===== src/rtl/axi_rd_arbiter.sv =====
// Two-master AXI4 read-channel arbiter (IFU = m0, LSU = m1), one transaction in flight.
// Define AXI_RD_ARB_RR_EN for round-robin arbitration; default is fixed priority m1 > m0.
module axi_rd_arbiter #(
  parameter int ADDR_W = 32,
  parameter int DATA_W = 32,
  parameter int ID_W   = 4
) (
  input  logic              i_clock,
  input  logic              i_reset,

  input  logic [ADDR_W-1:0] i_m0_araddr,
  input  logic [ID_W-1:0]   i_m0_arid,
  input  logic [7:0]        i_m0_arlen,
  input  logic [2:0]        i_m0_arsize,
  input  logic [1:0]        i_m0_arburst,
  input  logic              i_m0_arvalid,
  output logic              o_m0_arready,
  output logic [DATA_W-1:0] o_m0_rdata,
  output logic [1:0]        o_m0_rresp,
  output logic [ID_W-1:0]   o_m0_rid,
  output logic              o_m0_rlast,
  output logic              o_m0_rvalid,
  input  logic              i_m0_rready,

  input  logic [ADDR_W-1:0] i_m1_araddr,
  input  logic [ID_W-1:0]   i_m1_arid,
  input  logic [7:0]        i_m1_arlen,
  input  logic [2:0]        i_m1_arsize,
  input  logic [1:0]        i_m1_arburst,
  input  logic              i_m1_arvalid,
  output logic              o_m1_arready,
  output logic [DATA_W-1:0] o_m1_rdata,
  output logic [1:0]        o_m1_rresp,
  output logic [ID_W-1:0]   o_m1_rid,
  output logic              o_m1_rlast,
  output logic              o_m1_rvalid,
  input  logic              i_m1_rready,

  output logic [ADDR_W-1:0] o_axi_araddr,
  output logic [ID_W-1:0]   o_axi_arid,
  output logic [7:0]        o_axi_arlen,
  output logic [2:0]        o_axi_arsize,
  output logic [1:0]        o_axi_arburst,
  output logic              o_axi_arvalid,
  input  logic              i_axi_arready,
  input  logic [DATA_W-1:0] i_axi_rdata,
  input  logic [1:0]        i_axi_rresp,
  input  logic [ID_W-1:0]   i_axi_rid,
  input  logic              i_axi_rlast,
  input  logic              i_axi_rvalid,
  output logic              o_axi_rready,

  output logic [1:0]        o_grant,
  output logic              o_busy
);

  typedef enum logic [1:0] {
    ST_IDLE,
    ST_AR,
    ST_R
  } state_t;

  state_t     state;
  state_t     state_nx;
  logic [1:0] grant;
  logic [1:0] grant_nx;
  logic [1:0] pick;

  logic ar_ph;
  logic r_ph;
  logic a0;
  logic a1;
  logic r0;
  logic r1;

`ifdef AXI_RD_ARB_RR_EN
  logic last_owner;
  logic last_owner_nx;

  // On a tie, the master that did not own the previous transaction wins.
  always_comb begin
    pick = {i_m1_arvalid, i_m0_arvalid};
    if (i_m0_arvalid && i_m1_arvalid)
      pick = last_owner ? 2'b01 : 2'b10;
  end

  always_ff @(posedge i_clock or posedge i_reset) begin
    if (i_reset) last_owner <= 1'b0;
    else         last_owner <= last_owner_nx;
  end
`else
  always_comb begin
    pick = i_m1_arvalid ? 2'b10 : {1'b0, i_m0_arvalid};
  end
`endif

  always_ff @(posedge i_clock or posedge i_reset) begin
    if (i_reset) begin
      state <= ST_IDLE;
      grant <= 2'b00;
    end else begin
      state <= state_nx;
      grant <= grant_nx;
    end
  end

  always_comb begin
    state_nx = state;
    grant_nx = grant;
`ifdef AXI_RD_ARB_RR_EN
    last_owner_nx = last_owner;
`endif
    unique case (state)
      ST_IDLE: begin
        if (i_m0_arvalid || i_m1_arvalid) begin
          grant_nx = pick;
          state_nx = ST_AR;
`ifdef AXI_RD_ARB_RR_EN
          last_owner_nx = pick[1];
`endif
        end
      end
      ST_AR: begin
        if (o_axi_arvalid && i_axi_arready)
          state_nx = ST_R;
      end
      ST_R: begin
        if (i_axi_rvalid && o_axi_rready && i_axi_rlast) begin
          grant_nx = 2'b00;
          state_nx = ST_IDLE;
        end
      end
      default: begin
        grant_nx = 2'b00;
        state_nx = ST_IDLE;
      end
    endcase
  end

  // Per-master phase enables; all forwarding is gated by these.
  assign ar_ph = (state == ST_AR);
  assign r_ph  = (state == ST_R);
  assign a0    = ar_ph & grant[0];
  assign a1    = ar_ph & grant[1];
  assign r0    = r_ph & grant[0];
  assign r1    = r_ph & grant[1];

  assign o_axi_arvalid = (a0 & i_m0_arvalid) | (a1 & i_m1_arvalid);
  assign o_axi_araddr  = ({ADDR_W{a0}} & i_m0_araddr)
                       | ({ADDR_W{a1}} & i_m1_araddr);
  assign o_axi_arid    = ({ID_W{a0}} & i_m0_arid)
                       | ({ID_W{a1}} & i_m1_arid);
  assign o_axi_arlen   = ({8{a0}} & i_m0_arlen)
                       | ({8{a1}} & i_m1_arlen);
  assign o_axi_arsize  = ({3{a0}} & i_m0_arsize)
                       | ({3{a1}} & i_m1_arsize);
  assign o_axi_arburst = ({2{a0}} & i_m0_arburst)
                       | ({2{a1}} & i_m1_arburst);

  assign o_m0_arready = a0 & i_axi_arready;
  assign o_m1_arready = a1 & i_axi_arready;

  assign o_axi_rready = (r0 & i_m0_rready) | (r1 & i_m1_rready);

  assign o_m0_rvalid = r0 & i_axi_rvalid;
  assign o_m0_rdata  = {DATA_W{r0}} & i_axi_rdata;
  assign o_m0_rresp  = {2{r0}} & i_axi_rresp;
  assign o_m0_rid    = {ID_W{r0}} & i_axi_rid;
  assign o_m0_rlast  = r0 & i_axi_rlast;

  assign o_m1_rvalid = r1 & i_axi_rvalid;
  assign o_m1_rdata  = {DATA_W{r1}} & i_axi_rdata;
  assign o_m1_rresp  = {2{r1}} & i_axi_rresp;
  assign o_m1_rid    = {ID_W{r1}} & i_axi_rid;
  assign o_m1_rlast  = r1 & i_axi_rlast;

  assign o_grant = grant;
  assign o_busy  = (state != ST_IDLE);

endmodule


===== config.mk =====
export PLATFORM = sky130hd
export DESIGN_NAME = axi_rd_arbiter
export DESIGN_NICKNAME = d
export VERILOG_FILES = /design/src/rtl/axi_rd_arbiter.sv
export SDC_FILE = /design/constraint.sdc
export NUM_CORES = 1
export LEC_CHECK = 0
export ABC_AREA = 1
export CAP_MARGIN = 15
export CORE_AREA = 2 2 108 110
export CTS_CLUSTER_DIAMETER = 30
export DETAILED_ROUTE_END_ITERATION = 8
export DIE_AREA = 0 0 110 112
export GPL_ROUTABILITY_DRIVEN = 0
export GPL_TIMING_DRIVEN = 1
export RECOVER_POWER = 100
export SLEW_MARGIN = 20
export SYNTH_ARGS = -nofsm -noshare
export SYNTH_HDL_FRONTEND = slang
export SYNTH_SLANG_ARGS = --single-unit
export TNS_END_PERCENT = 10

===== constraint.sdc =====
create_clock -name i_clock -period 1 [get_ports i_clock]
set_input_delay 0.1 -clock i_clock [delete_from_list [all_inputs] [get_ports i_clock]]
set_output_delay 0.1 -clock i_clock [all_outputs]
set_load 0.02 [all_outputs]

# Word level (Yosys, flattened, before mapping)
# Index checks and enable logic that the tools add are counted.
# W data, S select, Z words.
[word_totals] inputBits=145 output_inout_bits=136 ff_bits=4 wordCells=60 latchBits=0 ramBits=0 memories=0 romBits=0
[classes] eq_ne=5 n_shift=0 mux=7 div_mod_pow=0 mul=0 n_bitwise=38 add_sub_neg=0 n_lt_le_gt_ge=0 reduce_logical=8
[op_table] cell="$and A32 B32 Y32" n=4
[op_table] cell="$or A32 B32 Y32" n=1
[op_table] cell="$and A4 B4 Y4" n=4
[op_table] cell="$and A8 B8 Y8" n=2
[op_table] cell="$and A1 B1 Y1" n=14
[op_table] cell="$pmux W2 S3" n=2
[op_table] cell="$mux W2" n=5
[op_table] cell="$and A2 B2 Y2" n=4
[op_table] cell="$or A8 B8 Y8" n=1
[op_table] cell="$and A3 B3 Y3" n=2
[op_table] cell="$reduce_and A3 Y1" n=2
[op_table] cell="$ne A2 B1 Y1 const B" n=2
[op_table] cell="$or A4 B4 Y4" n=1
[op_table] cell="$logic_and A1 B1 Y1" n=3
[op_table] cell="$or A3 B3 Y3" n=1
[op_table] cell="$eq A2 B1 Y1 const B" n=1
[op_table] cell="$eq A2 B2 Y1 const B" n=1
[op_table] cell="$logic_not A2 Y1" n=1
[op_table] cell="$ne A2 B2 Y1 const B" n=1
[op_table] cell="$or A1 B1 Y1" n=2
[op_table] cell="$or A2 B2 Y2" n=1
[op_table] cell="$reduce_bool A2 Y1" n=1
[op_table] cell="$logic_or A1 B1 Y1" n=1
[op_table] cell="$not A1 Y1" n=1

# Depth between registers and ports, before layout
[depth] word_depth=8 depth_mapped=8 depth_no_buf=8

# Worst setup path after synthesis
# Ideal clock, no wire load.
[synth_path] kind="register to register" from="register grant[0] (netlist: o_grant[0])" to="register grant[1] (netlist: o_grant[1])" path_stages_with_launch=9 path_buffers=1 period_less_slack_ns=1.308 required_ns=0.883 t_arrival_ns=1.191 slack_ns=-0.308 setup_ns=0.117 path_cell_list="dfrtp_1 buf_2 nand4_1 nand2_1 nand2_1 nand2_1 nand2_1 nand2_1 nand2_1"
[synth_via] elab_chain_len=7
[synth_lines] item="start, declared" line_no="65" rtl="logic [1:0] grant;"
[synth_lines] item="start signal, assigned" line_no="103" rtl="grant <= grant_nx;"
[synth_lines] item="$and A1 B1 Y1" line_no="145" rtl="assign r0 = r_ph & grant[0];"
[synth_lines] item="$and A1 B1 Y1" line_no="163" rtl="assign o_axi_rready = (r0 & i_m0_rready) | (r1 & i_m1_rready);"
[synth_lines] item="$or A1 B1 Y1" line_no="163"
[synth_lines] item="via o_axi_rready" line_no="51" rtl="output logic o_axi_rready,"
[synth_lines] item="$logic_and A1 B1 Y1 (2 in series)" line_no="128" rtl="if (i_axi_rvalid && o_axi_rready && i_axi_rlast) begin"
[synth_lines] item="$ne A2 B1 Y1 (no line)"
[synth_lines] item="$reduce_and A3 Y1 (no line)"
# The timed path passes the listed nets, and every way through them passes these cells.
# A chain may end at the register's enable or synchronous reset.

# Final worst setup path
[layout_path] from="register state[1]" to="output o_m1_rdata[19]"
[layout_via] elab_chain_len=3
[layout_lines] item="start, declared" line_no="63" rtl="state_t state;"
[layout_lines] item="start signal, assigned" line_no="102" rtl="state <= state_nx;"
[layout_lines] item="$eq A2 B2 Y1" line_no="142" rtl="assign r_ph = (state == ST_R);"
[layout_lines] item="$and A1 B1 Y1" line_no="146" rtl="assign r1 = r_ph & grant[1];"
[layout_lines] item="$and A32 B32 Y32" line_no="172" rtl="assign o_m1_rdata = {DATA_W{r1}} & i_axi_rdata;"
[layout_lines] item="end, declared" line_no="32" rtl="output logic [DATA_W-1:0] o_m1_rdata,"
# No other way between the ends.

==> results.md <==
* Buf+Inv Stages, Crit Path at 5
* Post-synth EDFFs at 0
* Synth top area share at 0.322
* DRT Wirelength at 12400 µm
* Final setup fails at 140
* Worst setup EP type: output pin
* Fin util at 0.553
* Critical Path RT at 0.90 ns
* Clk buf depth at 2
* Final period util at 1.64
* Nets at between 700 and 800
* Status: finished, violations left
* CTS tree: yes
* Port bufs at 280
* Htree depth at 1
* FF+latch count, synth at 4
* Die area at 0.0123 mm²
* Row Count at 39
* Die Y-Extent at 112 µm
* Post-DP HPWL at 9340 µm
* Async set-reset flop share out of synthesis at 1.00
* Min-delay worst type: input pin to asynchronous set/reset pin
* Crit-path cells: inv_2 -> nor2_1 -> buf_4 -> nand2_8 -> buf_16 -> clkbuf_16 -> nor2_4 -> buf_6
* CTS Root Cell: clkbuf_16
* Top post-synthesis cells by area: nand3_1 (32%), nor2_1 (20%), nand2_1 (16%), inv_1 (11%), dfrtp_1 (6.4%)
* Placed Area at 0.00551 mm²
* Worst path slowest cell: dfrtp_2
* CP Max Fanout at 6
* Slew Limit Fails at 0
* Post-Syn Area at 0.00155 mm²
* Antenna violations before repair at 0
* TritonRoute pass-1 iters at 4
* Finished Cell Area at 0.00617 mm²
* Setup CP Type: flip-flop to output pin
* Mapped Nets at roughly 480
* Largest family of logic cells by synthesized area: simple AND/OR/NAND/NOR gates
* Hold Buf Count CTS at 0
* IO Pins at 281
* Layout Area Growth over Synthesis at 298%
* DIE WIDTH at 110 µm
* Avg Cell Area, Syn at 4.58 µm²
* First-pass GRT wire length at 18100 µm
* Max-cap violations at 0
* Cell family with most CP delay: buffers and inverters
* Area leader, netlist: nand3_1
* Least-Margin Pin Slew at 0.230 ns
* 1st-iter DRT viols at 137
* Final hold viol count at 0
* Most frequent cell after synthesis: nand3_1
* Startpoint types: flip-flop
* Gr usage total at 0.185
* Max stage delay on crit path at a little under 0.4 ns
* Dpl ws at -0.821 ns
* Antenna Cells at 0
* WL per Instance at about 16 µm
* Starting Density at 0.139
* Synth Warn # at 0
* Max Clk Rate at 611 MHz
* Power density cells at 1880 mW/mm²
* Adder-Cell Fraction of Synth Area at 0
* Congestion Overflow GR at 0
* Setup TNS at -73.79 ns
* Failing checks: negative setup slack
* Clock transition at path regs at 0.03 ns
* Final Skew at between 0.0006 and 0.0007 ns
* Via density at 4.33
* Synth Area in Compound Gates at 0.0121
* VDD IR-drop max at 0.00178 V
* Mux cell area share after synthesis at 0
* CP arrival at between 1.5 and 2 ns
* Via count at 3405
* Post-synth top flop: dfrtp_1
* Final setup margin at -0.636 ns
* RSZ-0062 raised after global routing: true
* Hold_ws at 0.215 ns
* Clk sinks at 4
* Seq/Total Area, Yosys at 0.0645
* Post-synth cell types at 15
* Vias in the first global route at ~3500
* Placed cell count at 762
* Pleak at 2.78 nW
* Total Power Consumption at roughly 12 mW
* ANT nets after route at 0
* DRC at 0
* CORE AREA at 0.0112 mm²
* Final Critical Period at 1.64 ns
* Post-synthesis simple-gate area fraction at 0.699
* CTS buffer count at 3
* Post-Synth XOR/XNOR Area at 0
* Slew margin rel. at 0.847
* Largest net degree at the start of global routing at 32
* Commonest cells post-synth: nand3_1 (100), nor2_1 (84), nand2_1 (67)
* Clk_lat worst skew at approximately 0.23 ns
* Layout cells sized above 1 at 0.580
* Final Non-Filler Cells at between 700 and 800
* Post-Synthesis Cells at 339
-- cell type report --
class / count / area (µm²)
flip-flops and latches: 4 / 104
clock buffers: 4 / 78.8
fillers: 1007 / 5000
repair buffers: 331 / 3540
inverters: 47 / 176
well taps: 143 / 179
multi-input cells: 257 / 2100
-- worst reg2reg max path: stages, from the launching register on --
cell and delay, ns:
dfrtp_2 0.43, buf_4 0.14, buf_4 0.12, buf_4 0.12, nand4_1 0.10, nand2_2 0.07, buf_4 0.12, nand2_1 0.05
nand2_1 0.07, nand2_1 0.09, nand2_1 0.06, nand2_1 0.05
-- cell families (layout without fill, tap and decap cells) --
| kind of cell | after synthesis | after routing |
|---|---|---|
| AOI/OAI and AO/OA | 3 | 3 |
| buffers and inverters | 78 | 382 |
| DFF | 4 | 4 |
| and+or+nand+nor | 254 | 254 |
-- power breakdown --
part | internal (mW) | total (mW) | switching (mW)
logic | 5.20 | 10.6 | 5.35
clock network | 0.528 | 0.660 | 0.131
registers | 0.243 | 0.390 | 0.148
-- path summary, 6_finish.rpt --
check                                startpoint                      to  slack (ns)  depth (start not counted)
hold / removal                          i_reset  o_grant[1]$_DFFE_PP0P_        0.21                          2
setup / recovery           state[1]$_DFFE_PP0P_          o_m1_rdata[19]       -0.64                          8
setup reg to reg           state[1]$_DFFE_PP0P_  o_grant[1]$_DFFE_PP0P_       -0.49                         11
min in group i_clock              i_axi_arready    state[1]$_DFFE_PP0P_        0.50                          3
max in group asynchronous               i_reset    state[1]$_DFFE_PP0P_        0.61                          2
hold reg to reg            state[0]$_DFFE_PP0P_  o_grant[0]$_DFFE_PP0P_        0.70                          4
-- sequential cells by signal, summed over array words and instances (netlist names) --
signal	cells
o_grant	2
state	2
-- cells in the final DEF, fill, tap and decap left out, types with 2 or more instances in the layout --
master and count:
buf_6 83, nand4_1 2, nand2_2 53, dfrtp_2 3
inv_2 2, nor2_1 3, clkdlybuf4s50_1 143, nand3_2 37
nand2_4 2, clkbuf_16 6, nor2_4 82, buf_2 2
nand2_1 11, buf_12 16, buf_16 5, nand3_4 2
nand3_1 61, inv_1 45, buf_4 76
-- per-layer routing --
layer	GRT usage	up-vias	part of all wire
met2	0.360	170	0.53
met4	0.0312	0	0.015
li1	-	1669	-
met1	0.199	1552	0.36
met3	0.0433	14	0.097
met5	0	-	0
-- timing repair --
action                     CTS  global route
setup endpoints to repair  140           140
resized for setup          726            91
hold endpoints to repair     0             0
gates cloned                 6             3
pin swaps                   10            14
setup buffers                4             9
Note: power is estimated with default switching activity, not from simulation.
